$ cat src/rtl/bus_wait_ctrl_if.sv
// CPU-side bus signals of the V810 external bus as seen by the wait-state
// controller. The CPU (or a bench standing in for it) uses the master view;
// the controller uses the slave view.
interface bus_wait_ctrl_if;
    logic [31:0] CTLR_A;       // CPU address, A[26:24] selects the region
    logic        CTLR_BCYSTn;  // bus cycle start strobe (T1), active low
    logic        CTLR_DAn;     // data strobe (T2 onwards), active low
    logic        CTLR_READYn;  // cycle complete, active low
    logic        CTLR_SZRQn;   // 16-bit size request, active low

    modport master (
        output CTLR_A,
        output CTLR_BCYSTn,
        output CTLR_DAn,
        input  CTLR_READYn,
        input  CTLR_SZRQn
    );

    modport slave (
        input  CTLR_A,
        input  CTLR_BCYSTn,
        input  CTLR_DAn,
        output CTLR_READYn,
        output CTLR_SZRQn
    );
endinterface

$ cat src/rtl/bus_wait_ctrl.sv
// Address-decoded bus cycle controller for the V810 external bus.
// Each bus cycle is decoded into one of 8 regions by A[26:24]; the region's
// chip enable is driven low, its programmed wait states are inserted once the
// data strobe is seen, and the CPU is answered with READYn / SZRQn.
// Region configuration is sampled only at cycle start, so reprogramming in the
// middle of a cycle takes effect from the next cycle.
module bus_wait_ctrl (
    input  logic                  CLK,
    input  logic                  RESET,    // synchronous, active high
    input  logic                  CE,       // clock enable for all state
    bus_wait_ctrl_if.slave        bus,
    input  logic [7:0]            CFG_EN,   // 0 = region unmapped
    input  logic [15:0]           CFG_WS,   // 2 wait-state bits per region
    input  logic [7:0]            CFG_W16,  // 1 = 16-bit region
    output logic [7:0]            MEM_nCE,
    output logic                  BUSERR
);

    typedef enum logic {
        IDLE   = 1'b0,
        ACTIVE = 1'b1
    } state_t;

    state_t      state_q;
    logic [2:0]  rgn_q;
    logic [1:0]  cnt_q;
    logic        w16_q;
    logic        en_q;
    logic [7:0]  nce_q;

    logic [2:0]  rgn_d;
    logic [1:0]  cnt_d;
    logic        w16_d;
    logic        en_d;
    logic [7:0]  nce_d;
    logic        ready;

    // Only A[26:24] take part in decoding; the rest of the address is ignored.
    logic unused_addr;
    assign unused_addr = &{1'b0, bus.CTLR_A[31:27], bus.CTLR_A[23:0]};

    // Per-region values that would be latched if a cycle starts this clock.
    // NOTE: every signal gets a default at the top of always_comb so no path leaves it unassigned (no latch).
    always_comb begin
        rgn_d        = bus.CTLR_A[26:24];
        cnt_d        = CFG_WS[{rgn_d, 1'b0} +: 2];
        w16_d        = CFG_W16[rgn_d];
        en_d         = CFG_EN[rgn_d];
        nce_d        = 8'hFF;
        if (en_d) begin
            nce_d[rgn_d] = 1'b0;
        end
    end

    // Cycle completes once the data strobe is low and all waits have elapsed;
    // deliberately combinational on DAn so READYn can fall in T2 with no waits.
    always_comb begin
        ready = (state_q == ACTIVE) && !bus.CTLR_DAn && (cnt_q == 2'd0);
    end

    assign bus.CTLR_READYn = ~ready;
    assign bus.CTLR_SZRQn  = ~(ready & w16_q & en_q);
    assign BUSERR          = ready & ~en_q;
    assign MEM_nCE         = nce_q;

    // Cycle FSM: launch on BCYSTn (also from ACTIVE for back-to-back cycles),
    // count waits only while DAn is low, return to IDLE on completion.
    // NOTE: sequential state uses non-blocking assignments so every register samples pre-edge values.
    always_ff @(posedge CLK) begin
        if (CE) begin
            if (RESET) begin
                state_q <= IDLE;
                rgn_q   <= 3'd0;
                cnt_q   <= 2'd0;
                w16_q   <= 1'b0;
                en_q    <= 1'b0;
                nce_q   <= 8'hFF;
            end else begin
                case (state_q)
                    IDLE: begin
                        if (!bus.CTLR_BCYSTn) begin
                            state_q <= ACTIVE;
                            rgn_q   <= rgn_d;
                            cnt_q   <= cnt_d;
                            w16_q   <= w16_d;
                            en_q    <= en_d;
                            nce_q   <= nce_d;
                        end
                    end
                    ACTIVE: begin
                        if (!bus.CTLR_BCYSTn) begin
                            // A new start strobe abandons the current cycle.
                            state_q <= ACTIVE;
                            rgn_q   <= rgn_d;
                            cnt_q   <= cnt_d;
                            w16_q   <= w16_d;
                            en_q    <= en_d;
                            nce_q   <= nce_d;
                        end else if (ready) begin
                            state_q <= IDLE;
                            nce_q   <= 8'hFF;
                        end else if (!bus.CTLR_DAn && (cnt_q != 2'd0)) begin
                            cnt_q   <= cnt_q - 2'd1;
                        end
                    end
                    default: begin
                        state_q <= IDLE;
                        nce_q   <= 8'hFF;
                    end
                endcase
            end
        end
    end

endmodule

$ cat src/flat_wrapper.sv
// flat-port wrapper written by rule: the top's interface ports become plain ports
module bus_wait_ctrl_flat 
  (CLK, RESET, CE, CFG_EN, CFG_WS, CFG_W16, MEM_nCE, BUSERR, bus_CTLR_A, bus_CTLR_BCYSTn, bus_CTLR_DAn, bus_CTLR_READYn, bus_CTLR_SZRQn);
  bus_wait_ctrl_if bus_i ();
  input  logic CLK;
  input  logic RESET;
  input  logic CE;
  input  logic [7:0] CFG_EN;
  input  logic [15:0] CFG_WS;
  input  logic [7:0] CFG_W16;
  output logic [7:0] MEM_nCE;
  output logic BUSERR;
  input wire logic [$bits(bus_i.CTLR_A)-1:0] bus_CTLR_A;
  input wire logic [$bits(bus_i.CTLR_BCYSTn)-1:0] bus_CTLR_BCYSTn;
  input wire logic [$bits(bus_i.CTLR_DAn)-1:0] bus_CTLR_DAn;
  output wire logic [$bits(bus_i.CTLR_READYn)-1:0] bus_CTLR_READYn;
  output wire logic [$bits(bus_i.CTLR_SZRQn)-1:0] bus_CTLR_SZRQn;
  assign bus_i.CTLR_A = bus_CTLR_A;
  assign bus_i.CTLR_BCYSTn = bus_CTLR_BCYSTn;
  assign bus_i.CTLR_DAn = bus_CTLR_DAn;
  assign bus_CTLR_READYn = bus_i.CTLR_READYn;
  assign bus_CTLR_SZRQn = bus_i.CTLR_SZRQn;
  bus_wait_ctrl u_core (.CLK(CLK), .RESET(RESET), .CE(CE), .bus(bus_i), .CFG_EN(CFG_EN), .CFG_WS(CFG_WS), .CFG_W16(CFG_W16), .MEM_nCE(MEM_nCE), .BUSERR(BUSERR));
endmodule
$ cat config.mk
export PLATFORM = sky130hd
export DESIGN_NAME = bus_wait_ctrl_flat
export DESIGN_NICKNAME = d
export VERILOG_FILES = /design/src/rtl/bus_wait_ctrl_if.sv /design/src/rtl/bus_wait_ctrl.sv /design/src/flat_wrapper.sv
export SDC_FILE = /design/constraint.sdc
export NUM_CORES = 1
export LEC_CHECK = 0
export BUFFER_PORTS_ARGS = -buffer_cell sky130_fd_sc_hd__buf_4
export CAP_MARGIN = 15
export CORE_UTILIZATION = 39
export CTS_CLUSTER_DIAMETER = 80
export DETAILED_ROUTE_END_ITERATION = 8
export PLACE_DENSITY = 0.91
export SYNTH_ARGS = -nofsm -noshare
export SYNTH_HDL_FRONTEND = slang
export SYNTH_SLANG_ARGS = --single-unit
$ cat constraint.sdc
create_clock -name CLK -period 4.6 [get_ports CLK]
set_clock_uncertainty 0.2 [all_clocks]
set_input_delay 0.69 -clock CLK [delete_from_list [all_inputs] [get_ports CLK]]
set_output_delay 0.69 -clock CLK [all_outputs]
set_load 0.05 [all_outputs]
==> out/qor.csv <==
stage;metric;value;unit
logic_synthesis;synth-main-ff-cell;edfxtp_1;
drt;met1_length;825;µm
logic_synthesis;synth-simple-area-share;0.178;
place;dp_hpwl;1.61;mm
drt;via_per_inst;5.17;
timing;fin_hold_ws;0.401;ns
global_route;globalRouteTotalUtil;0.187;
clock_network;hold_buffers;0;
logic_synthesis;netlist_area;872;µm²
timing;maxSlewViolCount;0;
floorplanning;die_x;49.3;µm
logic_synthesis;async_reset_ff_frac;0;
run;cap_violations;0;
drt;num_vias;843;
clock_network;clock_sinks;13;
worst_hold_path;hp-start;u_core.cnt_q[0];
drt;wl_met2;1.15;mm
place;port_buffers;50;
floorplanning;start_util;0.431;
timing;setup_violations;0;
setup_path;worstPathArrival;1.45;ns
pwr;peakVddDrop;0.121;mV
layout;nets;207;
drt;drc;0;
place;place_congestion;0.769;
drt;wl_per_cell;13.1;µm
logic_synthesis;yosys.area_share.xor_xnor;0;
drt;highest_layer;met4;
pwr;total_power;0.292;mW
floorplanning;die-area;0.00243;mm²
clock_network;ctsResizeCount;0;
logic_synthesis;synth_top_family_by_area;simple AND/OR/NAND/NOR gates;
global_route;grt_pass1_wl;3.36;mm
setup_path;worst_r2r_path_depth;5;
logic_synthesis;ys_ff_latch;13;
logic_synthesis;synth_compound_area_frac;0.115;
timing;rsz0062_at_grt;no;
global_route;antenna_found_initial;0;
logic_synthesis;synth_nets;158;
timing;fin_ws;2.26;ns
global_route;grt_pass1_vias;815;
clock_network;post_cts_buffers;0;
drt;drtPass1Iterations;4;
logic_synthesis;syn_area_per_cell;9.91;µm²
timing;worstMarginPinSlew;0.437;ns
logic_synthesis;synthTopCellsByArea;edfxtp_1 (45%), mux2i_1 (15%), nor2_1 (5.6%);
drt;dr_wl_met3;132;µm
clock_network;h-tree-depth;1;
logic_synthesis;synthTopCellsByCount;edfxtp_1 (13), mux2i_1 (13), nor2_1 (13), inv_1 (7);
logic_synthesis;synth_edf_count;13;
pwr;power_leakage;0.564;nW
clock_network;insertion_delay;0.28;ns
global_route;grt_start_max_net_pins;20;
layout;layout-drive-gt1-share;0.404;
global_route;overflow;0;
worst_hold_path;hold-path-endpoint;u_core.cnt_q[0];
layout;antennaDiodeCount;0;
outcome;status;complete, no violations;
logic_synthesis;yosys_warnings;0;
timing;hold_violations;0;
clock_network;clk_pin_slew;0.08;ns
logic_synthesis;synthDistinctLibCells;27;
worst_hold_path;hold_class;flop to flop;
clock_network;clock-root-buffer;clkbuf_4;
logic_synthesis;netlist.area_leader.share;0.448;
pwr;p_per_area;231;mW/mm²
drt;drt_iter0_drc;8;
drt;antenna_left;0;
timing;fin_crit;2.34;ns
setup_path;regToRegEndpoint;u_core.MEM_nCE[7];
setup_path;reg2reg_slack;2.87;ns
worst_hold_path;holdPathStages;1;
logic_synthesis;netlist_instances;88;
setup_path;start_kind;flop;
setup_path;required;3.71;ns
timing;timing.fmax;427;MHz
logic_synthesis;synthAdderAreaFrac;0.0143;
timing;slew_headroom;0.707;
floorplanning;rows;16;
floorplanning;die_h;49.3;µm
floorplanning;boundaryPins;80;
logic_synthesis;synth_top_cell_by_area;edfxtp_1;
setup_path;crit_type;flop to output pin;
timing;fin_tns_setup;0;ns
setup_path;r2r-start;u_core.cnt_q[0];
logic_synthesis;ys_seq_area_frac;0.448;
layout;syn2layout_area_growth;44.6;%
place;pre_cts_ws;2.33;ns
logic_synthesis;yosys-mux-area-fraction;0.162;
clock_network;cts_tree;yes;
setup_path;end_kind;output pin;
floorplanning;fp.coreArea;0.00202;mm²
timing;fin_crit_sh;0.509;
clock_network;cts_made_buffers;3;
setup_path;cp_max_fo;4;
drt;totalWireLength;2.14;mm
clock_network;cts_buffer_depth;2;
## worst max-delay path, stage by stage (launching register included)
cell and delay, ns:
edfxtp_1 0.41, inv_1 0.08, ha_1 0.16, nand3b_1 0.15, inv_1 0.11, nand3_1 0.08, buf_4 0.19
## metal layers
layer	track usage	up-vias
li1	-	413
met1	0.179	388
met2	0.379	39
met3	0.0249	3
met4	0.0882	0
met5	0	-
## worst max path at each step
stage                                from              to  slack [ns]  cells after the start
after CTS                 u_core.cnt_q[0]  bus_CTLR_SZRQn        2.27                      6
after floorplan              bus_CTLR_DAn          BUSERR        1.66                      2
after detailed placement     bus_CTLR_DAn  bus_CTLR_SZRQn        2.33                      5
final                     u_core.cnt_q[0]  bus_CTLR_SZRQn        2.26                      6
after global routing      u_core.cnt_q[0]  bus_CTLR_SZRQn        2.13                      6
after global placement       bus_CTLR_DAn  bus_CTLR_SZRQn        2.35                      5
## cell type report
type                            count  area, µm²
Sequential cell                    13        390
Clock buffer                        4       26.3
Inverter                            7       26.3
Multi-Input combinational cell     62        409
Fill cell                         166        761
Tap cell                           27       33.8
Timing Repair Buffer               50        375
## through the flow
stage                util  instance area [µm²]  std cells
floorplan               -                  872         88
global placement    0.611                 1230        159
detailed placement  0.611                 1230        159
CTS                 0.624                 1260        163
global route        0.624                 1260        163
finish              0.624                 1260        163
## sequential cells by signal, indices dropped and copies added (netlist names)
signal	flops
u_core.w16_q	1
u_core.MEM_nCE	8
u_core.cnt_q	2
u_core.state_q	1
u_core.en_q	1
## kinds of logic after synthesis
family          after synthesis
buf+inv                      13
flops                        13
mux                          14
compound gates               14
fa+ha+maj                     1
simple gates                 33
## power by group
group / total [mW] / internal [mW] / switching, mW
combinational: 0.0796 / 0.0399 / 0.0397
clock: 0.0720 / 0.0337 / 0.0382
sequential: 0.140 / 0.138 / 0.00247
total: 0.292 / 0.211 / 0.0804
## layout by cell type, fill, tap and decap left out
| cell | netlist | routed |
|---|---|---|
| a21o_1 | 1 | 1 |
| o21ai_0 | 2 | 2 |
| nand2b_1 | 2 | 2 |
| nand2_1 | 6 | 6 |
| nor2_1 | 13 | 13 |
| clkbuf_4 | 0 | 3 |
| nand3b_1 | 1 | 1 |
| a221oi_2 | 1 | 1 |
| clkbuf_1 | 2 | 1 |
| a21oi_1 | 1 | 1 |
| nor4_1 | 1 | 1 |
| mux2i_1 | 13 | 13 |
| nor3_1 | 2 | 2 |
| a31oi_1 | 1 | 1 |
| nand3_1 | 6 | 6 |
| inv_1 | 7 | 7 |
| o22ai_1 | 2 | 2 |
| buf_4 | 0 | 50 |
| mux2_2 | 1 | 1 |
| o21ai_1 | 1 | 1 |
| edfxtp_1 | 13 | 13 |
| a211oi_1 | 3 | 3 |
| and2_1 | 1 | 1 |
| ha_1 | 1 | 1 |
| nand4bb_1 | 1 | 1 |
| o211ai_1 | 1 | 1 |
| o221ai_1 | 1 | 1 |
Note: power is estimated with default switching activity, not from simulation.
